$ cat src/rtl/ifu_fetch_ctrl.sv
// ifu_fetch_ctrl: single-outstanding instruction fetch sequencer with
// an instruction register handed to decode over a valid/ready handshake.
module ifu_fetch_ctrl #(
    parameter int unsigned           ADDR_WIDTH = 32,
    parameter int unsigned           DATA_WIDTH = 32,
    parameter logic [ADDR_WIDTH-1:0] RESET_PC   = 32'h8000_0000,
    parameter logic [DATA_WIDTH-1:0] NOP_INSTR  = 32'h0000_0013
) (
    input  logic                  clk,
    input  logic                  rst_n,
    output logic                  imem_req,
    output logic [ADDR_WIDTH-1:0] imem_addr,
    input  logic                  imem_gnt,
    input  logic                  imem_rvalid,
    input  logic [DATA_WIDTH-1:0] imem_rdata,
    input  logic                  imem_err,
    input  logic                  redirect_valid,
    input  logic [ADDR_WIDTH-1:0] redirect_pc,
    output logic                  inst_valid,
    output logic [DATA_WIDTH-1:0] inst,
    output logic [ADDR_WIDTH-1:0] inst_pc,
    output logic                  inst_fault,
    input  logic                  inst_ready,
    output logic [31:0]           fetch_cnt
);

    typedef enum logic [1:0] {
        IDLE,
        REQ,
        WAIT,
        HOLD
    } state_e;

    state_e                state_q;
    logic [ADDR_WIDTH-1:0] pc_q;
    logic                  kill_q;
    logic                  pf_q;
    logic [DATA_WIDTH-1:0] inst_q;
    logic [ADDR_WIDTH-1:0] inst_pc_q;
    logic                  inst_fault_q;
    logic [31:0]           cnt_q;
    logic                  redir_mis;

    // A redirect to a non word-aligned target never reaches memory.
    assign redir_mis = redirect_valid && (redirect_pc[1:0] != 2'b00);

    assign imem_req   = (state_q == REQ);
    assign imem_addr  = pc_q;
    assign inst_valid = (state_q == HOLD);
    assign inst       = inst_q;
    assign inst_pc    = inst_pc_q;
    assign inst_fault = inst_fault_q;
    assign fetch_cnt  = cnt_q;

    // Fetch sequencer, PC, squash tracking and instruction register.
    always_ff @(posedge clk) begin
        if (!rst_n) begin
            state_q      <= IDLE;
            pc_q         <= RESET_PC;
            kill_q       <= 1'b0;
            pf_q         <= 1'b0;
            inst_q       <= NOP_INSTR;
            inst_pc_q    <= RESET_PC;
            inst_fault_q <= 1'b0;
            cnt_q        <= 32'd0;
        end else begin
            unique case (state_q)
                IDLE: begin
                    state_q <= REQ;
                    if (redirect_valid) begin
                        pc_q <= redirect_pc;
                        if (redir_mis) begin
                            inst_q       <= NOP_INSTR;
                            inst_fault_q <= 1'b1;
                            inst_pc_q    <= redirect_pc;
                            state_q      <= HOLD;
                        end
                    end
                end
                REQ: begin
                    if (redirect_valid) begin
                        pc_q <= redirect_pc;
                        if (imem_gnt) begin
                            // Old address already accepted: squash its reply.
                            kill_q  <= 1'b1;
                            pf_q    <= redir_mis;
                            state_q <= WAIT;
                        end else if (redir_mis) begin
                            inst_q       <= NOP_INSTR;
                            inst_fault_q <= 1'b1;
                            inst_pc_q    <= redirect_pc;
                            state_q      <= HOLD;
                        end
                    end else if (imem_gnt) begin
                        state_q <= WAIT;
                    end
                end
                WAIT: begin
                    if (redirect_valid) begin
                        pc_q   <= redirect_pc;
                        kill_q <= 1'b1;
                        pf_q   <= redir_mis;
                    end
                    if (imem_rvalid) begin
                        kill_q <= 1'b0;
                        pf_q   <= 1'b0;
                        if (redirect_valid) begin
                            if (redir_mis) begin
                                inst_q       <= NOP_INSTR;
                                inst_fault_q <= 1'b1;
                                inst_pc_q    <= redirect_pc;
                                state_q      <= HOLD;
                            end else begin
                                state_q <= REQ;
                            end
                        end else if (kill_q) begin
                            if (pf_q) begin
                                inst_q       <= NOP_INSTR;
                                inst_fault_q <= 1'b1;
                                inst_pc_q    <= pc_q;
                                state_q      <= HOLD;
                            end else begin
                                state_q <= REQ;
                            end
                        end else begin
                            inst_q       <= imem_err ? NOP_INSTR : imem_rdata;
                            inst_fault_q <= imem_err;
                            inst_pc_q    <= pc_q;
                            state_q      <= HOLD;
                        end
                    end
                end
                HOLD: begin
                    if (redirect_valid) begin
                        // Redirect beats a same-cycle handoff.
                        pc_q <= redirect_pc;
                        if (redir_mis) begin
                            inst_q       <= NOP_INSTR;
                            inst_fault_q <= 1'b1;
                            inst_pc_q    <= redirect_pc;
                        end else begin
                            state_q <= REQ;
                        end
                    end else if (inst_ready) begin
                        cnt_q   <= cnt_q + 32'd1;
                        pc_q    <= pc_q + ADDR_WIDTH'(4);
                        state_q <= REQ;
                    end
                end
                default: state_q <= IDLE;
            endcase
        end
    end

endmodule
$ cat config.mk
export PLATFORM = sky130hd
export DESIGN_NAME = ifu_fetch_ctrl
export DESIGN_NICKNAME = d
export VERILOG_FILES = /design/src/rtl/ifu_fetch_ctrl.sv
export SDC_FILE = /design/constraint.sdc
export NUM_CORES = 1
export LEC_CHECK = 0
export CAP_MARGIN = 20
export CELL_PAD_IN_SITES_DETAIL_PLACEMENT = 1
export CELL_PAD_IN_SITES_GLOBAL_PLACEMENT = 1
export CORE_AREA = 2 2 151 138
export CTS_CLUSTER_SIZE = 12
export DETAILED_ROUTE_END_ITERATION = 10
export DIE_AREA = 0 0 153 140
export PLACE_DENSITY_LB_ADDON = 0.2
export SETUP_SLACK_MARGIN = 0.05
export SLEW_MARGIN = 40
export SYNTH_ARGS = -nofsm -noshare
export SYNTH_HDL_FRONTEND = slang
export SYNTH_SLANG_ARGS = --single-unit
export TNS_END_PERCENT = 50
$ cat constraint.sdc
create_clock -name clk -period 1.9 [get_ports clk]
set_input_delay 0.38 -clock clk [delete_from_list [all_inputs] [get_ports clk]]
set_output_delay 0.38 -clock clk [all_outputs]
set_load 0.02 [all_outputs]
==> results.json <==
{
  "timing.final.hold_violations": 0,
  "synth_xor_area_share_pct": 6.12,
  "largest_family_of_logic_cells_by_synthesized_area": "compound AO/OA/AOI/OAI gates",
  "setup_viol": 0,
  "synth_cell_type_count": 55,
  "vias": 6464,
  "initial_utilization_pct": 29.6,
  "detailed_place_hpwl_mm": 17.0,
  "worstPathCellList": "inv_2 > buf_6 > ha_4 > a21boi_4 > o21a_4 > nand2_4 > nor4_4 > buf_4 > clkbuf_16 > a22o_1",
  "post_synthesis_compound_gate_area_fraction_pct": 21.8,
  "timing.critical_path.required_ns": 2.27,
  "routed_via_density": 5.24,
  "dpl_cell_area_um2": 8910,
  "synthesis.yosys.warnings": 0,
  "num_io_pins": 202,
  "clock_latency_ns": 0.42,
  "final_skew_ns": 0.0106,
  "fin_nets": 1042,
  "timing.hold.worst.start": "inst_pc[31]",
  "crit_path_start_kind": "flip-flop",
  "multiInputGateArea_um2": 3440,
  "stdcell_area_um2": 10100,
  "syn_area_per_cell_um2": 8.78,
  "cp_data_arrival_time_ns": 2.22,
  "grt_overflow": 0,
  "synth_adder_area_share_pct": 1.28,
  "routed_wirelength_mm": 24.5,
  "cts_hold_buffers": 0,
  "detailedRoute.firstIterationViolations": 323,
  "worst-slew-pin-transition_ns": 0.431,
  "vdd_drop_max_mv": 0.561,
  "cts_tree": "done",
  "layout-drive-gt1-share_pct": 25.5,
  "outcome": "complete, no violations",
  "timing.rr.start": "state_q[1]",
  "design.core.area_um2": 19800,
  "first_global_vias": 6893,
  "numCtsBuffers": 17,
  "cts-htree-levels": 4,
  "grt_first_pass_wirelength_mm": 37.5,
  "max_cap_violation_count": 0,
  "power.static_leakage_nw": 4.11,
  "min_path_type": "reg2reg",
  "synth_mux_area_share_pct": 0.853,
  "critical-path-slowest-cell": "sky130_fd_sc_hd__dfxtp_2",
  "timing.critical_path.to_type": "flip-flop",
  "gpl.final_weighted_congestion": 0.839,
  "die_h_um": 140,
  "final_min_period_over_clock_period_pct": 97.6,
  "grt_antenna_before_repair": 2,
  "critical_path.max_fanout": 14,
  "number_of_enable_flip_flop_cells_after_synthesis": 0,
  "kind_of_critical_path": "reg2reg",
  "ff_latch_count_synth": 133,
  "slowest_delay_ns": 0.34,
  "seq_area_frac_synth_pct": 45.4,
  "syn-instance-count": 669,
  "synth_simple_gate_area_share_pct": 20.9,
  "drt-wirelength-per-cell_um": 19.8,
  "syn_to_final_growth_pct": 71.8,
  "maxSlewViolCount": 0,
  "route.antenna.remaining_nets": 0,
  "synth_fp_nets": 746,
  "worstSetupStartpoint": "state_q[1]",
  "register_area_um2": 2680,
  "design_power_total_mw": 10.6,
  "cts_buffer_depth": 2,
  "cts_root_buffer": "sky130_fd_sc_hd__clkbuf_16",
  "slew-limit-headroom_pct": 71.3,
  "grt_start_max_net_pins": 33,
  "place.port_buffers": 201,
  "gr-usage-all-layers_pct": 21.9,
  "power.density_nw_per_um2": 1050,
  "synthesis.area_um2": 5870,
  "path_clk_slew_ns": 0.07,
  "drt_pass1_iterations": 4,
  "ys_async_sr_fraction_pct": 0,
  "fp.dieW_um": 153,
  "post-route-drc-count": 0,
  "dominantRegCellSynth": "sky130_fd_sc_hd__dfxtp_1",
  "period_needed_ns": 1.85,
  "fillers": 2227,
  "rsz0062_at_grt": "true",
  "cts.sinks": 133,
  "die_area_um2": 21400,
  "placementRows": 49,
  "fmaxAchievable_ghz": 0.539
}
-- what timing repair did --
| action | CTS | global route |
|---|---|---|
| setup buffers | 7 | 7 |
| gates cloned | 3 | 3 |
| resized for setup | 96 | 88 |
| pin swaps | 9 | 48 |
| endpoints found under the setup margin | 130 | 79 |
-- worst paths after layout --
kind / end / slack [ns] / cells after the start
worst max register to register: inst[6] / 0.05 / 10
worst max-delay path: inst[6] / 0.05 / 10
worst min-delay path: inst_pc[31] / 0.47 / 2
worst min register to register: inst_pc[31] / 0.47 / 2
-- Yosys cell counts (8+ instances only) --
library cell	number	area [um2]
sky130_fd_sc_hd__a211oi_1	39	293
sky130_fd_sc_hd__o22ai_1	30	188
sky130_fd_sc_hd__nand2_1	45	169
sky130_fd_sc_hd__xnor2_1	14	123
sky130_fd_sc_hd__dfxtp_1	133	2660
sky130_fd_sc_hd__nand4_1	23	144
sky130_fd_sc_hd__nand3_1	25	125
sky130_fd_sc_hd__nor4_1	12	75.1
sky130_fd_sc_hd__nor2_1	78	293
sky130_fd_sc_hd__a21oi_1	34	170
sky130_fd_sc_hd__clkbuf_1	32	120
sky130_fd_sc_hd__xor2_1	27	236
sky130_fd_sc_hd__o21ai_0	32	160
sky130_fd_sc_hd__a22o_1	29	254
sky130_fd_sc_hd__inv_1	8	30.0
-- sequential cells by signal (all words and copies together) (netlist names) --
name	count
fetch_cnt	32
pf_q	1
imem_addr	32
kill_q	1
inst	32
inst_pc	32
inst_fault	1
state_q	2
-- stage by stage --
stage	util [%]	hold slack (ns)	cells	setup TNS (ns)	worst slack [ns]
floorplan	-	0.451	669	0	0.0104
global placement	45.0	0.455	1184	-36.66	-0.558
detailed placement	45.0	0.465	1184	-35.41	-0.437
CTS	48.9	0.476	1226	0	0.00703
global route	50.9	0.494	1233	-0.892	-0.0551
finish	50.9	0.475	1234	0	0.0463
-- area by class of cell --
cell class	count	share of cell area (%)
Antenna cell	1	0.0248
Clock buffer	17	4.22
Clock inverter	15	1.67
Inverter	10	0.372
Multi-Input combinational cell	483	34.1
Sequential cell	133	26.6
Tap cell	255	3.16
Timing Repair Buffer	320	29.9
-- cell usage in the layout, fill, tap and decap left out, types with 27 or more instances in the layout --
cell and instances:
sky130_fd_sc_hd__a21oi_1 27, sky130_fd_sc_hd__a22o_1 29, sky130_fd_sc_hd__buf_4 100, sky130_fd_sc_hd__clkdlybuf4s50_1 134
sky130_fd_sc_hd__dfxtp_1 126, sky130_fd_sc_hd__dlygate4sd2_1 55, sky130_fd_sc_hd__nand2_1 44, sky130_fd_sc_hd__nor2_1 62
sky130_fd_sc_hd__o21ai_0 29, sky130_fd_sc_hd__o22ai_1 30, sky130_fd_sc_hd__xor2_1 27
-- worst max-delay path, delay by kind of cell (launching register included) --
family / cells / cell delay [ns]
buffers and inverters: 4 / 0.52
and+or+nand+nor: 2 / 0.29
DFF: 1 / 0.34
adders and majority gates: 1 / 0.17
AOI/OAI and AO/OA: 3 / 0.48
-- logic make-up (layout without fill, tap and decap cells) --
family,count (synthesis),in the layout
muxes,5,5
buffers and inverters,54,362
and+or+nand+nor,239,240
xor gates and xnor gates,41,41
adders and majority gates,6,6
other,0,1
DFF,133,133
AOI/OAI and AO/OA,191,191
-- routing by layer --
layer	vias up	GRT usage, %	part of all wire, %
met5	-	0	0.045
met4	2	4.73	1.1
met3	19	6.03	4.7
met2	180	37.1	49
met1	3190	27.9	45
li1	3073	-	-
-- report_power, final --
group          internal, mW  switching [mW]  leakage (nW)
sequential             3.11           0.242          1.09
clock                  1.97            1.40         0.285
combinational          1.82            2.08          2.74
total                  6.90            3.73          4.11
(Power assumes the default switching activity.)
